File: config.mk
export PLATFORM = sky130hd
export DESIGN_NAME = pipe_skid_reg
export DESIGN_NICKNAME = d
export VERILOG_FILES = /design/src/rtl/pipe_skid_reg.sv
export SDC_FILE = /design/constraint.sdc
export NUM_CORES = 1
export LEC_CHECK = 0
export ABC_CLOCK_PERIOD_IN_PS = 1950
export BUFFER_PORTS_ARGS = -buffer_cell sky130_fd_sc_hd__buf_2
export CORE_MARGIN = 1.5
export CORE_UTILIZATION = 45
export DETAILED_ROUTE_END_ITERATION = 7
export PLACE_DENSITY_LB_ADDON = 0.2
export SLEW_MARGIN = 20
export SYNTH_ARGS = -nofsm -noshare
export SYNTH_HDL_FRONTEND = slang
export SYNTH_SLANG_ARGS = --single-unit
File: constraint.sdc
create_clock -name clk -period 1.95 [get_ports clk]
set_clock_uncertainty 0.05 [all_clocks]
set_input_delay 0.39 -clock clk [delete_from_list [all_inputs] [get_ports clk]]
set_output_delay 0.39 -clock clk [all_outputs]
set_load 0.05 [all_outputs]
File: src/rtl/pipe_skid_reg.sv
// Pipeline stage register with valid/ready handshake and a 2-entry skid buffer.
// Every output is decoded from state flops, so no input reaches an output combinationally.
module pipe_skid_reg #(
  parameter int unsigned DATA_W     = 97,
  parameter bit          FLUSH_ZERO = 1'b1,
  parameter int unsigned CNT_W      = 32
) (
  input  logic              clk,
  input  logic              rst,
  input  logic              flush,
  input  logic              in_valid,
  output logic              in_ready,
  input  logic [DATA_W-1:0] in_data,
  output logic              out_valid,
  input  logic              out_ready,
  output logic [DATA_W-1:0] out_data,
  output logic [1:0]        occupancy,
  output logic [CNT_W-1:0]  stall_cnt
);

  // 2'b11 is never reached; it decodes as StFull.
  typedef enum logic [1:0] {
    StEmpty = 2'b00,
    StHalf  = 2'b01,
    StFull  = 2'b10
  } state_e;

  state_e              state_q, state_d;
  logic [DATA_W-1:0]   m_data_q, m_data_d;
  logic [DATA_W-1:0]   s_data_q, s_data_d;
  logic                in_ready_q, in_ready_d;
  logic [CNT_W-1:0]    stall_cnt_q, stall_cnt_d;
  logic                in_xfer, out_xfer;

  assign out_valid = (state_q != StEmpty);
  assign in_ready  = in_ready_q;
  assign out_data  = m_data_q;
  assign stall_cnt = stall_cnt_q;
  assign in_xfer   = in_valid & in_ready_q;
  assign out_xfer  = out_valid & out_ready;

  always_comb begin
    occupancy = 2'd2;
    case (state_q)
      StEmpty: occupancy = 2'd0;
      StHalf:  occupancy = 2'd1;
      default: occupancy = 2'd2;
    endcase
  end

  always_comb begin
    state_d  = state_q;
    m_data_d = m_data_q;
    s_data_d = s_data_q;
    case (state_q)
      StEmpty: begin
        if (in_xfer) begin
          state_d  = StHalf;
          m_data_d = in_data;
        end
      end
      StHalf: begin
        if (in_xfer && out_xfer) begin
          m_data_d = in_data;
        end else if (in_xfer) begin
          state_d  = StFull;
          s_data_d = in_data;
        end else if (out_xfer) begin
          state_d = StEmpty;
        end
      end
      default: begin
        if (out_xfer) begin
          state_d  = StHalf;
          m_data_d = s_data_q;
        end
      end
    endcase

    if (flush) begin
      state_d = StEmpty;
    end

    // Keep invalid entries at zero so out_data reads 0 whenever out_valid is low.
    if (FLUSH_ZERO) begin
      if (state_d == StEmpty) begin
        m_data_d = '0;
      end
      if (state_d != StFull) begin
        s_data_d = '0;
      end
    end

    in_ready_d = (state_d == StEmpty) || (state_d == StHalf);

    stall_cnt_d = stall_cnt_q;
    if (out_valid && !out_ready && (stall_cnt_q != {CNT_W{1'b1}})) begin
      stall_cnt_d = stall_cnt_q + CNT_W'(1);
    end
  end

  always_ff @(posedge clk) begin
    if (rst) begin
      state_q     <= StEmpty;
      m_data_q    <= '0;
      s_data_q    <= '0;
      in_ready_q  <= 1'b1;
      stall_cnt_q <= '0;
    end else begin
      state_q     <= state_d;
      m_data_q    <= m_data_d;
      s_data_q    <= s_data_d;
      in_ready_q  <= in_ready_d;
      stall_cnt_q <= stall_cnt_d;
    end
  end

endmodule

[Word level (Yosys, flattened, before mapping)]
Cells that the tools add are included.
Word-level totals
  input port bits: 102
  output and inout port bits: 133
  flip-flop bits (word level): 229
  word-level logic and storage cells: 40
Cells by class
  reductions and logical operators: 13
  bitwise operators: 3
  add/subtract/negate cells: 1
  multiplexer cells: 12
  equal/unequal tests: 6
Operator list (count)
  97-bit 2-to-1 mux: 3
  97-bit case mux with 2 select lines: 1
  32-bit by 1-bit adder with 32-bit output, second input constant: 1
  32-bit != test, second input constant: 1
  2-bit 2-to-1 mux: 6
  2-bit case mux with 2 select lines: 2
  2-bit != test, second input constant: 3
  3-bit AND reduction: 2
  2-bit by 1-bit equality test with 1-bit output, second input constant: 2
  2-bit logical NOT: 2
  2-bit OR reduction: 2
  1-bit logical AND: 3
  3-bit nonzero test: 1
  1-bit AND: 2
  2-bit nonzero test: 1
  1-bit logical NOT: 1
  1-bit logical OR: 1
  1-bit NOT: 1

[Longest topological paths before layout]
  word-level depth: 9
  mapped depth: 8
  depth with buffers taken out: 6

[Worst setup path after synthesis]
Ideal clock, no wire load.
  kind: reg2reg
  start point: register stall_cnt_q[19], in the netlist stall_cnt[19]
  end point: register stall_cnt_q[11], in the netlist stall_cnt[11]
  stages on the path, launching flop included: 7
  clock period less this slack: 2.556 ns
  setup slack: -0.606 ns
  arrival: 2.382 ns
  setup time: 0.123 ns
  required time: 1.777 ns
  path buffers: 1
  cells stage by stage: dfxtp_1 nand4_1 or4_1 buf_2 o31ai_4 nor3_1 mux2_1
Between the ends
  word-level cells in the longest chain between the ends: 2
Ends and longest elaborated chain
  start, declared: line 32  | logic [CNT_W-1:0] stall_cnt_q, stall_cnt_d;
  start signal, assigned: line 114  | stall_cnt_q <= stall_cnt_d;
  32-bit != test: line 97  | if (out_valid && !out_ready && (stall_cnt_q != {CNT_W{1'b1}})) begin
  1-bit logical AND: line 97
No other way between the ends.
A chain may end at the register's enable or synchronous reset.

[Worst setup path after layout]
  start point: register stall_cnt_q[20], in the netlist stall_cnt[20]
  end point: register stall_cnt_q[11], in the netlist stall_cnt[11]
The elaborated chain is that of the path after synthesis.

==> results.tsv <==
metric	value	unit
synth_area	9300	um^2
cts_max_level	1	
final_layout_size_suffix_gt1_share	29.42	%
worstPathMaxFanout	9	
io-pin-count	235	
synth-seq-cells	229	
cts_tree	yes	
slew_viol_final	0	
syn_area_per_cell	8.692	um^2
p_total	10.50	mW
max-cap-violations	0	
route.final.wire_length	24.69	mm
slew_headroom	62.15	%
hold_buffers	0	
cts_root_buf	clkbuf_16	
clk_latency	0.52	ns
min_period_over_period	97.89	%
status	finished, final reports clean	
gp_congestion	0.8183	
start_util	45.96	%
rsz0062_at_grt	true	
ir_worst_vdd	0.0005534	V
crit_path_end_kind	flip-flop	
grt_max_degree	80	
p_leak	4.595	nW
numPortBuffers	234	
core	20230	um^2
clock_sinks	229	
grt_pass1_vias	7713	
hp-class	primary input to flip-flop	
finalHoldViolCount	0	
die_w	146.8	um
placed_area	11030	um^2
critPathRequiredTime	2.30	ns
grt_first_pass_wirelength	39.03	mm
fmax	0.5239	GHz
dieArea	21540	um^2
synth.distinct_cells	40	
fin_nets	1397	
yosysWarnings	0	
powerDensity	865.1	nW/um^2
route.detailed.drc	0	
drt_iter0_markers	425	
clkTransAtPathRegs	0.06	ns
syn_to_final_growth	30.49	%
syn-instance-count	1070	
grt-ovfl-total	0	
dr.pass1.iters	5	
tightest_slew	0.5634	ns
antenna_found_initial	2	
critPathKind	flip-flop to flip-flop	
crit_arrival	2.26	ns
vias_per_cell	5.259	
seq_area_frac_synth	49.29	%
setup_ws	0.04106	ns
fill_cells	1792	
vias	8330	
reg2reg_slack	0.04	ns
ant_nets	0	
grtUsageTotal	21.95	%
period_minus_slack	1.909	ns
rows	52	
wl_per_cell	15.58	um
design_area	12140	um^2
final.setup.tns	0	ns
dpl_worst_slack	-0.02316	ns
die_h	146.8	um
numCtsBuffers	25	
clockBufferDepth	3	
syn-num-nets	1173	
finalSetupViolations	0	
start_kind	flip-flop	
post-dp-hpwl	15.16	mm
==> repair_timing <==
item / in CTS / in global routing
gates resized for setup: 10 / 21
pin swaps: 1 / 4
cloned: 1 / 1
setup buffers: 3 / 2
endpoints found under the setup margin: 5 / 136
==> registers in the layout, indices dropped and copies added, names as in the netlist <==
name       count
s_data_q      97
state_q        2
stall_cnt     32
out_data      97
in_ready       1
==> worst paths after layout <==
| check | from | endpoint | cells after the start |
|---|---|---|---|
| hold / removal | flush | state_q[0] | 2 |
| setup reg to reg | stall_cnt[20] | stall_cnt[11] | 5 |
| hold reg to reg | s_data_q[67] | s_data_q[67] | 2 |
| setup / recovery | stall_cnt[20] | stall_cnt[11] | 5 |
==> synth_stat cells <==
master | number | share of area, %
o31ai_4 | 1 | 0.23
mux2_1 | 1 | 0.12
nor2_1 | 129 | 5.2
nand4_1 | 12 | 0.81
ha_1 | 1 | 0.13
nor3_1 | 8 | 0.43
nand4_4 | 1 | 0.23
mux2_2 | 2 | 0.24
o211ai_1 | 5 | 0.40
nor4_1 | 11 | 0.74
and4_1 | 6 | 0.57
o21ai_0 | 2 | 0.11
xnor2_1 | 14 | 1.3
a21oi_1 | 104 | 5.6
nand2_1 | 204 | 8.2
o2111ai_1 | 3 | 0.28
nand2b_1 | 2 | 0.13
o21ai_1 | 1 | 0.054
and2_1 | 1 | 0.067
a211oi_1 | 98 | 7.9
nor2b_1 | 6 | 0.40
mux2i_1 | 98 | 11
or4_1 | 3 | 0.24
o21ba_2 | 1 | 0.11
nor4_2 | 2 | 0.27
o31ai_1 | 2 | 0.16
xor2_1 | 10 | 0.94
or3_1 | 2 | 0.13
inv_1 | 2 | 0.081
buf_2 | 3 | 0.16
o21bai_1 | 1 | 0.081
nand3_1 | 12 | 0.65
and3_1 | 2 | 0.13
o311ai_0 | 1 | 0.094
or2_2 | 3 | 0.20
dfxtp_1 | 229 | 49
buf_1 | 6 | 0.24
a31oi_1 | 5 | 0.34
clkbuf_1 | 75 | 3.0
nand3b_1 | 1 | 0.081
==> final cells by class <==
type	count	area (um^2)	area share (%)
timing repair buffer	281	1747	14.39
tap	270	337.8	2.784
clock inverter	12	175.2	1.443
inverter	2	7.507	0.06186
multi-input combinational	755	4519	37.24
clock buffer	33	685.7	5.650
antenna	2	5.005	0.04124
sequential	229	4658	38.39
==> worst max-delay path, cell delays in order (launching register included) <==
cell     delay (ns)
dfxtp_4        0.36
nand4_1        0.11
or4_4          0.60
o31ai_4        0.27
nor3_1         0.08
mux2_1         0.32
==> kinds of logic (layout without fill, tap and decap cells) <==
| kind of cell | Yosys count | count (layout) | synth area share (%) |
|---|---|---|---|
| buffers and inverters | 86 | 328 | 3.511 |
| adders and majority gates | 1 | 1 | 0.1345 |
| other | 0 | 2 | 0 |
| DFF | 229 | 229 | 49.29 |
| xor gates and xnor gates | 24 | 24 | 2.260 |
| and+or+nand+nor | 405 | 405 | 18.53 |
| AOI/OAI and AO/OA | 224 | 224 | 15.36 |
| muxes | 101 | 101 | 10.91 |
==> report_power, final <==
part / switching (mW) / internal (mW)
logic: 0.559 / 0.259
clock network: 1.91 / 3.01
registers: 0.0340 / 4.72
total: 2.50 / 7.99
==> routing by layer <==
metal  vias to the layer above  share of wire [%]  GRT usage (%)
met5                         -                  0              0
met4                         0                2.5          6.616
met3                        41                6.2          3.820
met2                       236                 47          36.84
met1                      3866                 45          28.89
li1                       4187                  -              -
==> cells in the final DEF, fill, tap and decap left out, types with 8 or more instances in the layout <==
cell	instances
dfxtp_2	20
a21oi_2	8
nand4_1	12
nand3_1	11
nor4_1	10
buf_12	9
dfxtp_4	13
nand2_1	204
a21oi_1	96
buf_2	232
mux2i_1	98
clkbuf_16	26
dfxtp_1	196
a211oi_1	98
xnor2_1	14
buf_4	31
nor2_1	128
xor2_1	10
==> per-stage QoR <==
step	std cells	hold WS, ns	utilization [%]
floorplan	1070	0.3859	-
global placement	1530	0.3908	54.53
detailed placement	1530	0.3961	54.53
CTS	1579	0.007945	59.24
global route	1584	0.003931	59.97
finish	1584	0.02527	59.97
(Power assumes the default switching activity.)
